## src/rtl/pip_ctrl_pkg.sv

```systemverilog
// Shared constants for the pipeline stall/flush sequencer: FSM state
// encoding and the architectural zero register address.
package pip_ctrl_pkg;

    // Sequencer FSM state encoding
    localparam logic [1:0] RUN  = 2'b00;
    localparam logic [1:0] WAIT = 2'b01;
    localparam logic [1:0] ERR  = 2'b10;

    // Register x0 never carries a real dependency
    localparam logic [4:0] REG_ZERO = 5'd0;

    // Control pair driven to one pipeline register
    typedef struct packed {
        logic pip_en;
        logic discard;
    } stage_ctrl_t;

endpackage

```

## src/rtl/pip_hazard_detect.sv

```systemverilog
// Combinational load-use comparator: flags an ID-stage instruction that
// reads the destination of a load currently sitting in EX.
module pip_hazard_detect
    import pip_ctrl_pkg::*;
(
    input  logic [4:0] id_rs1_ad,
    input  logic [4:0] id_rs2_ad,
    input  logic       id_rs1_used,
    input  logic       id_rs2_used,
    input  logic [4:0] ex_rd_ad,
    input  logic       ex_DMread,
    output logic       load_use
);

    logic rs1_hit;
    logic rs2_hit;

    assign rs1_hit  = id_rs1_used && (id_rs1_ad == ex_rd_ad);
    assign rs2_hit  = id_rs2_used && (id_rs2_ad == ex_rd_ad);
    assign load_use = ex_DMread && (ex_rd_ad != REG_ZERO) && (rs1_hit || rs2_hit);

endmodule

```

## src/rtl/pip_stage_ctrl.sv

```systemverilog
// Central stall/flush sequencer for the 5-stage pipeline. Drives pip_en /
// discard of IF/ID, ID/EX, EX/MEM, MEM/WB and the PC write enable with zero
// latency, and halts the pipeline when a data-memory access times out.
// Optional feature macro: PIP_PERF_CNT_EN adds stall_cnt / flush_cnt.
module pip_stage_ctrl
    import pip_ctrl_pkg::*;
#(
    parameter int MEM_TIMEOUT = 16
) (
    input  logic       clk,
    input  logic       rst_n,
    input  logic [4:0] id_rs1_ad,
    input  logic [4:0] id_rs2_ad,
    input  logic       id_rs1_used,
    input  logic       id_rs2_used,
    input  logic [4:0] ex_rd_ad,
    input  logic       ex_DMread,
    input  logic       ex_br_taken,
    input  logic       mem_req,
    input  logic       mem_ready,
    output logic       pc_en,
    output logic       pip_en_ifid,
    output logic       discard_ifid,
    output logic       pip_en_idex,
    output logic       discard_idex,
    output logic       pip_en_exmem,
    output logic       discard_exmem,
    output logic       pip_en_memwb,
    output logic       discard_memwb,
    output logic       mem_err
`ifdef PIP_PERF_CNT_EN
   ,output logic [31:0] stall_cnt,
    output logic [31:0] flush_cnt
`endif
);

    localparam int CNT_W = $clog2(MEM_TIMEOUT + 1);

    logic [1:0]       state;
    logic [CNT_W-1:0] wait_cnt;
    logic             mem_stall;
    logic             load_use;
    stage_ctrl_t      ctl_ifid;
    stage_ctrl_t      ctl_idex;
    stage_ctrl_t      ctl_exmem;
    stage_ctrl_t      ctl_memwb;

    // mem_ready without an outstanding request is meaningless and ignored
    assign mem_stall = mem_req && !mem_ready;

    pip_hazard_detect u_hazard (
        .id_rs1_ad   (id_rs1_ad),
        .id_rs2_ad   (id_rs2_ad),
        .id_rs1_used (id_rs1_used),
        .id_rs2_used (id_rs2_used),
        .ex_rd_ad    (ex_rd_ad),
        .ex_DMread   (ex_DMread),
        .load_use    (load_use)
    );

    // Output mux: reset bubbles, then ERR freeze, mem wait, branch flush, load-use
    always_comb begin
        pc_en     = 1'b1;
        ctl_ifid  = '{pip_en: 1'b1, discard: 1'b0};
        ctl_idex  = '{pip_en: 1'b1, discard: 1'b0};
        ctl_exmem = '{pip_en: 1'b1, discard: 1'b0};
        ctl_memwb = '{pip_en: 1'b1, discard: 1'b0};
        mem_err   = 1'b0;
        if (!rst_n) begin
            pc_en             = 1'b0;
            ctl_ifid.discard  = 1'b1;
            ctl_idex.discard  = 1'b1;
            ctl_exmem.discard = 1'b1;
            ctl_memwb.discard = 1'b1;
        end else if (state == ERR) begin
            pc_en            = 1'b0;
            ctl_ifid.pip_en  = 1'b0;
            ctl_idex.pip_en  = 1'b0;
            ctl_exmem.pip_en = 1'b0;
            ctl_memwb.pip_en = 1'b0;
            mem_err          = 1'b1;
        end else if (mem_stall) begin
            // Hold IF..MEM; WB gets a bubble. A pending flush or load-use
            // is still visible in EX after release and is handled then.
            pc_en             = 1'b0;
            ctl_ifid.pip_en   = 1'b0;
            ctl_idex.pip_en   = 1'b0;
            ctl_exmem.pip_en  = 1'b0;
            ctl_memwb.discard = 1'b1;
        end else if (ex_br_taken) begin
            // Squash the two wrong-path instructions, including any load-use victim
            ctl_ifid.discard = 1'b1;
            ctl_idex.discard = 1'b1;
        end else if (load_use) begin
            pc_en            = 1'b0;
            ctl_ifid.pip_en  = 1'b0;
            ctl_idex.discard = 1'b1;
        end
    end

    assign pip_en_ifid   = ctl_ifid.pip_en;
    assign discard_ifid  = ctl_ifid.discard;
    assign pip_en_idex   = ctl_idex.pip_en;
    assign discard_idex  = ctl_idex.discard;
    assign pip_en_exmem  = ctl_exmem.pip_en;
    assign discard_exmem = ctl_exmem.discard;
    assign pip_en_memwb  = ctl_memwb.pip_en;
    assign discard_memwb = ctl_memwb.discard;

    // Memory-wait FSM: counts stalled cycles and halts after MEM_TIMEOUT of them
    always_ff @(posedge clk) begin
        if (!rst_n) begin
            state    <= RUN;
            wait_cnt <= '0;
        end else begin
            case (state)
                RUN: begin
                    if (mem_stall) begin
                        state    <= WAIT;
                        wait_cnt <= CNT_W'(1);
                    end
                end
                WAIT: begin
                    if (!mem_stall) begin
                        state    <= RUN;
                        wait_cnt <= '0;
                    end else if (wait_cnt == CNT_W'(MEM_TIMEOUT - 1)) begin
                        state <= ERR;
                    end else begin
                        wait_cnt <= wait_cnt + CNT_W'(1);
                    end
                end
                ERR: begin
                    state <= ERR;
                end
                default: begin
                    state    <= RUN;
                    wait_cnt <= '0;
                end
            endcase
        end
    end

`ifdef PIP_PERF_CNT_EN
    logic stall_evt;
    logic flush_evt;

    assign stall_evt = rst_n && (state != ERR) && !pc_en;
    assign flush_evt = rst_n && (state != ERR) && !mem_stall && ex_br_taken;

    // Performance counters: stall cycles and applied branch flushes, wrapping
    always_ff @(posedge clk) begin
        if (!rst_n) begin
            stall_cnt <= '0;
            flush_cnt <= '0;
        end else begin
            if (stall_evt) stall_cnt <= stall_cnt + 32'd1;
            if (flush_evt) flush_cnt <= flush_cnt + 32'd1;
        end
    end
`endif

endmodule

```

## config.mk

```make
export PLATFORM = sky130hd
export DESIGN_NAME = pip_stage_ctrl
export DESIGN_NICKNAME = d
export VERILOG_FILES = /design/src/rtl/pip_ctrl_pkg.sv /design/src/rtl/pip_hazard_detect.sv /design/src/rtl/pip_stage_ctrl.sv
export SDC_FILE = /design/constraint.sdc
export NUM_CORES = 1
export LEC_CHECK = 0
export ABC_CLOCK_PERIOD_IN_PS = 1600
export CELL_PAD_IN_SITES_DETAIL_PLACEMENT = 1
export CELL_PAD_IN_SITES_GLOBAL_PLACEMENT = 1
export CORE_UTILIZATION = 24
export CTS_CLUSTER_DIAMETER = 150
export DETAILED_ROUTE_END_ITERATION = 10
export PLACE_DENSITY_LB_ADDON = 0.08
export SLEW_MARGIN = 20
export SYNTH_ARGS = -nofsm -noshare
export SYNTH_HDL_FRONTEND = slang
export SYNTH_HIERARCHICAL = 1
export SYNTH_SLANG_ARGS = --single-unit
```

## constraint.sdc

```tcl
create_clock -name clk -period 1.6 [get_ports clk]
set_input_delay 0.32 -clock clk [delete_from_list [all_inputs] [get_ports clk]]
set_output_delay 0.32 -clock clk [all_outputs]
set_load 0.03 [all_outputs]
```

==> results.yml <==
grt:
  grt_pass1_vias: 693
  antenna_found_initial: 0
  grt_use_met3_pct: 4.89
  grtUsageMet1_pct: 17.3
  use_met2_pct: 25.5
  grt_max_degree: 12
  top_usage_layer: "met2"
  overflow: 0
  track_usage_pct: 14.3
  grt_pass1_wl_um: 2970
route:
  drt_iter0_markers: 3
  drt_first_pass_iters: 2
  drc: 0
  wl_per_cell_um: 13.0
  ant_nets: 0
  viasPerCell: 4.53
  vias: 715
  routed_wl_um: 2050
power:
  ir_drop_v: 0.000464
  share_comb_of_total_power_pct: 38.4
  leakagePower_uw: 0.000552
  clockPowerShare_pct: 29.2
  cellPowerDensity_nw_per_um2: 457
  p_sw_uw: 171
  seqPwrFrac_pct: 32.4
  power_uw: 558
  p_int_uw: 387
  switching_share_pct: 30.6
setup_path:
  required_ns: 1.28
  crit_path_frequent_cell: "buf_6"
  reg2reg_to: "wait_cnt[3]$_SDFFE_PN0P_"
  crit_fanout: 2
  r2r_slack_ns: 0.11
  path_class: "input pin to primary output"
  rr_startpoint: "wait_cnt[0]$_SDFFE_PN0P_"
  worstSetupEndpointType: "primary output"
  cp_slowest_stage_delay_ns: 0.28
  slowest_stage: "nor4_2"
  reg2reg_depth: 7
  worstSetupStartpointType: "input pin"
  crit_chain: "buf_6 -> xor2_2 -> nor4_2 -> nand3_1 -> a21oi_2 -> nor2b_4 -> buf_6 -> o21ai_4 -> buf_6"
  arrival_ns: 1.66
clock_tree:
  htree_levels: 1
  clock_latency_ns: 0.25
  clkTransAtPathRegs_ns: 0.05
  cts-root-buf: "clkbuf_4"
  clock_sinks: 7
  cts_tree: "yes"
  max-clock-path-buffers: 2
  cts_buffers: 3
placed_design:
  placedCellCount: 153
  io_buffer_count: 32
  dp_hpwl_um: 1550
  pre_cts_slack_ns: -1.23
  place_congestion: 0.741
synthesis:
  ys_types: 31
  ys_seq_elements: 7
  synth_top_cell_area_share_pct: 22.5
  yosysSeqAreaShare_pct: 22.5
  avgSynthCellArea_sq_um: 8.40
  syn_nets: 99
  synthCells: 74
  yosysTopAreaCell: "dfxtp_1"
  synth.cell_area_sq_um: 622
  synth.area.top_cells: "dfxtp_1 23%, xor2_1 11%, xnor2_1 7.0%"
  yosysWarnings: 6
finish:
  nets: 154
  instances_no_fill: 158
  antenna_cells: 0
  drive_above_1_share_pct: 53.9
  synthToLayoutAreaGrowth_pct: 96.2
  fill_cells: 291
  post-route-util_pct: 49.7
die:
  fp.coreArea_sq_um: 2450
  num_rows: 18
  pin_count: 33
  dieArea_sq_um: 2800
  die_w_um: 52.9
  start_util_pct: 25.3
  fp.dieH_um: 52.9
sta:
  hold_ws_ns: 0.661
  finalCriticalPeriod_ns: 1.98
  timing.final.max_slew_violations: 0
  fin_skew_ns: 0.00279
  hold_viol: 0
  timing.fmax_mhz: 505
  setup_violations: 7
  setup_ws_ns: -0.379
  tightest_slew_ns: 0.288
  maxSlewHeadroom_pct: 80.7
  period_share_pct: 124
  rsz0062_at_grt: "yes"
run_status:
  run_status: "finished, violations left"
  violations: "negative setup slack"
worst_hold_path:
  holdPathEnd: "wait_cnt[0]$_SDFFE_PN0P_"
  hold_path.class: "flip-flop to flip-flop"
  hold_depth: 4
  min_from: "wait_cnt[0]$_SDFFE_PN0P_"
run:
  drv_cap: 0
==> area by class of cell <==
class | count | area (sq um) | share of cell area (%)
clock buffers | 4 | 26.3 | 2.15
inverters | 5 | 18.8 | 1.54
multi-input cells | 58 | 529 | 43.4
flip-flops and latches | 7 | 141 | 11.6
well taps | 30 | 37.5 | 3.08
repair buffers | 54 | 467 | 38.3
==> sequential cells by signal, summed over array words and instances (netlist names) <==
register / count
wait_cnt: 5
state: 2
==> timing repair <==
item / in CTS / in global routing
gates resized for setup: 75 / 12
setup endpoints to repair: 12 / 11
pin swaps: 15 / 11
hold buffers: 0 / 0
buffers inserted: 1 / 0
==> how the worst max path moves through the flow <==
stage / startpoint / depth (start not counted) / to / slack (ns)
final: id_rs2_ad[0] / 9 / pip_en_ifid / -0.38
after detailed placement: ex_rd_ad[1] / 8 / pc_en / -1.23
after global placement: ex_rd_ad[1] / 7 / pc_en / -1.18
after global routing: id_rs2_ad[0] / 9 / pip_en_ifid / -0.47
after CTS: id_rs2_ad[0] / 9 / pip_en_ifid / -0.43
after floorplan: state[1]$_SDFFE_PN0P_ / 4 / pip_en_idex / -0.14
==> cells in the mapped netlist <==
library cell / number
inv_2: 1
or4_1: 1
buf_4: 2
inv_1: 4
xor2_1: 8
nor2b_1: 1
nand2b_1: 2
ha_1: 2
dfxtp_1: 7
or3_1: 1
o21bai_1: 1
o21ai_0: 3
a31oi_1: 3
nor3_2: 1
o21ai_1: 2
nand4b_4: 1
nor3b_2: 1
nand3_1: 3
a21oi_1: 5
buf_6: 2
mux2i_1: 1
nor3_1: 1
nand2_1: 4
and3_1: 1
nor4_1: 1
nor3b_1: 3
xnor2_1: 5
o21ai_2: 1
nor4_2: 1
nor2_1: 4
mux2_4: 1
==> worst max-delay path: cells and delay by family <==
kind / cells / cell delay, ns
compound gates: 2 / 0.21
xor+xnor: 1 / 0.16
simple gates: 3 / 0.61
buf+inv: 3 / 0.34
==> power groups by stage <==
stage / Clock [uW] / Combinational [uW] / Sequential [uW]
finish: 163 / 214 / 181
global route: 185 / 228 / 181
CTS: 170 / 212 / 181
detailed placement: 0 / 204 / 184
global placement: 0 / 203 / 184
floorplan: 0 / 86.3 / 187
==> metrics by stage <==
stage	TNS, ns	cell area, sq um
6_report	-1.56	1220
5_1_grt	-2.01	1220
4_1_cts	-1.62	1190
3_5_place_dp	-4.73	1110
3_3_place_gp	-4.24	1110
2_1_floorplan	-0.552	657
==> kinds of logic after synthesis <==
family	share of synthesized area, %
compound gates	13.7
xor+xnor	18.3
fa+ha+maj	4.02
buf+inv	9.05
flops	22.5
mux	4.02
simple gates	28.4
==> per-layer routing <==
metal | part of all wire (%) | routed length (um)
met5 | 0 | 0
met4 | 0.93 | 19
met3 | 6.4 | 130
met2 | 51 | 1050
met1 | 42 | 850
==> cell usage in the layout, fill, tap and decap left out, types with 2 or more instances in the layout <==
cell,instances
dlymetal6s2s_1,2
a21oi_1,4
buf_6,11
dlygate4sd2_1,2
nand3_1,3
clkbuf_4,3
clkdlybuf4s50_1,5
dfxtp_1,6
nor4_2,2
nand2_1,4
xor2_1,6
nor3b_1,3
nor3_4,2
xor2_2,2
nor2_1,3
o21ai_2,4
clkdlybuf4s15_1,2
clkbuf_2,3
xnor2_1,5
buf_2,4
inv_1,4
a31oi_1,3
buf_4,24
Power figures use the tool's default switching activity.
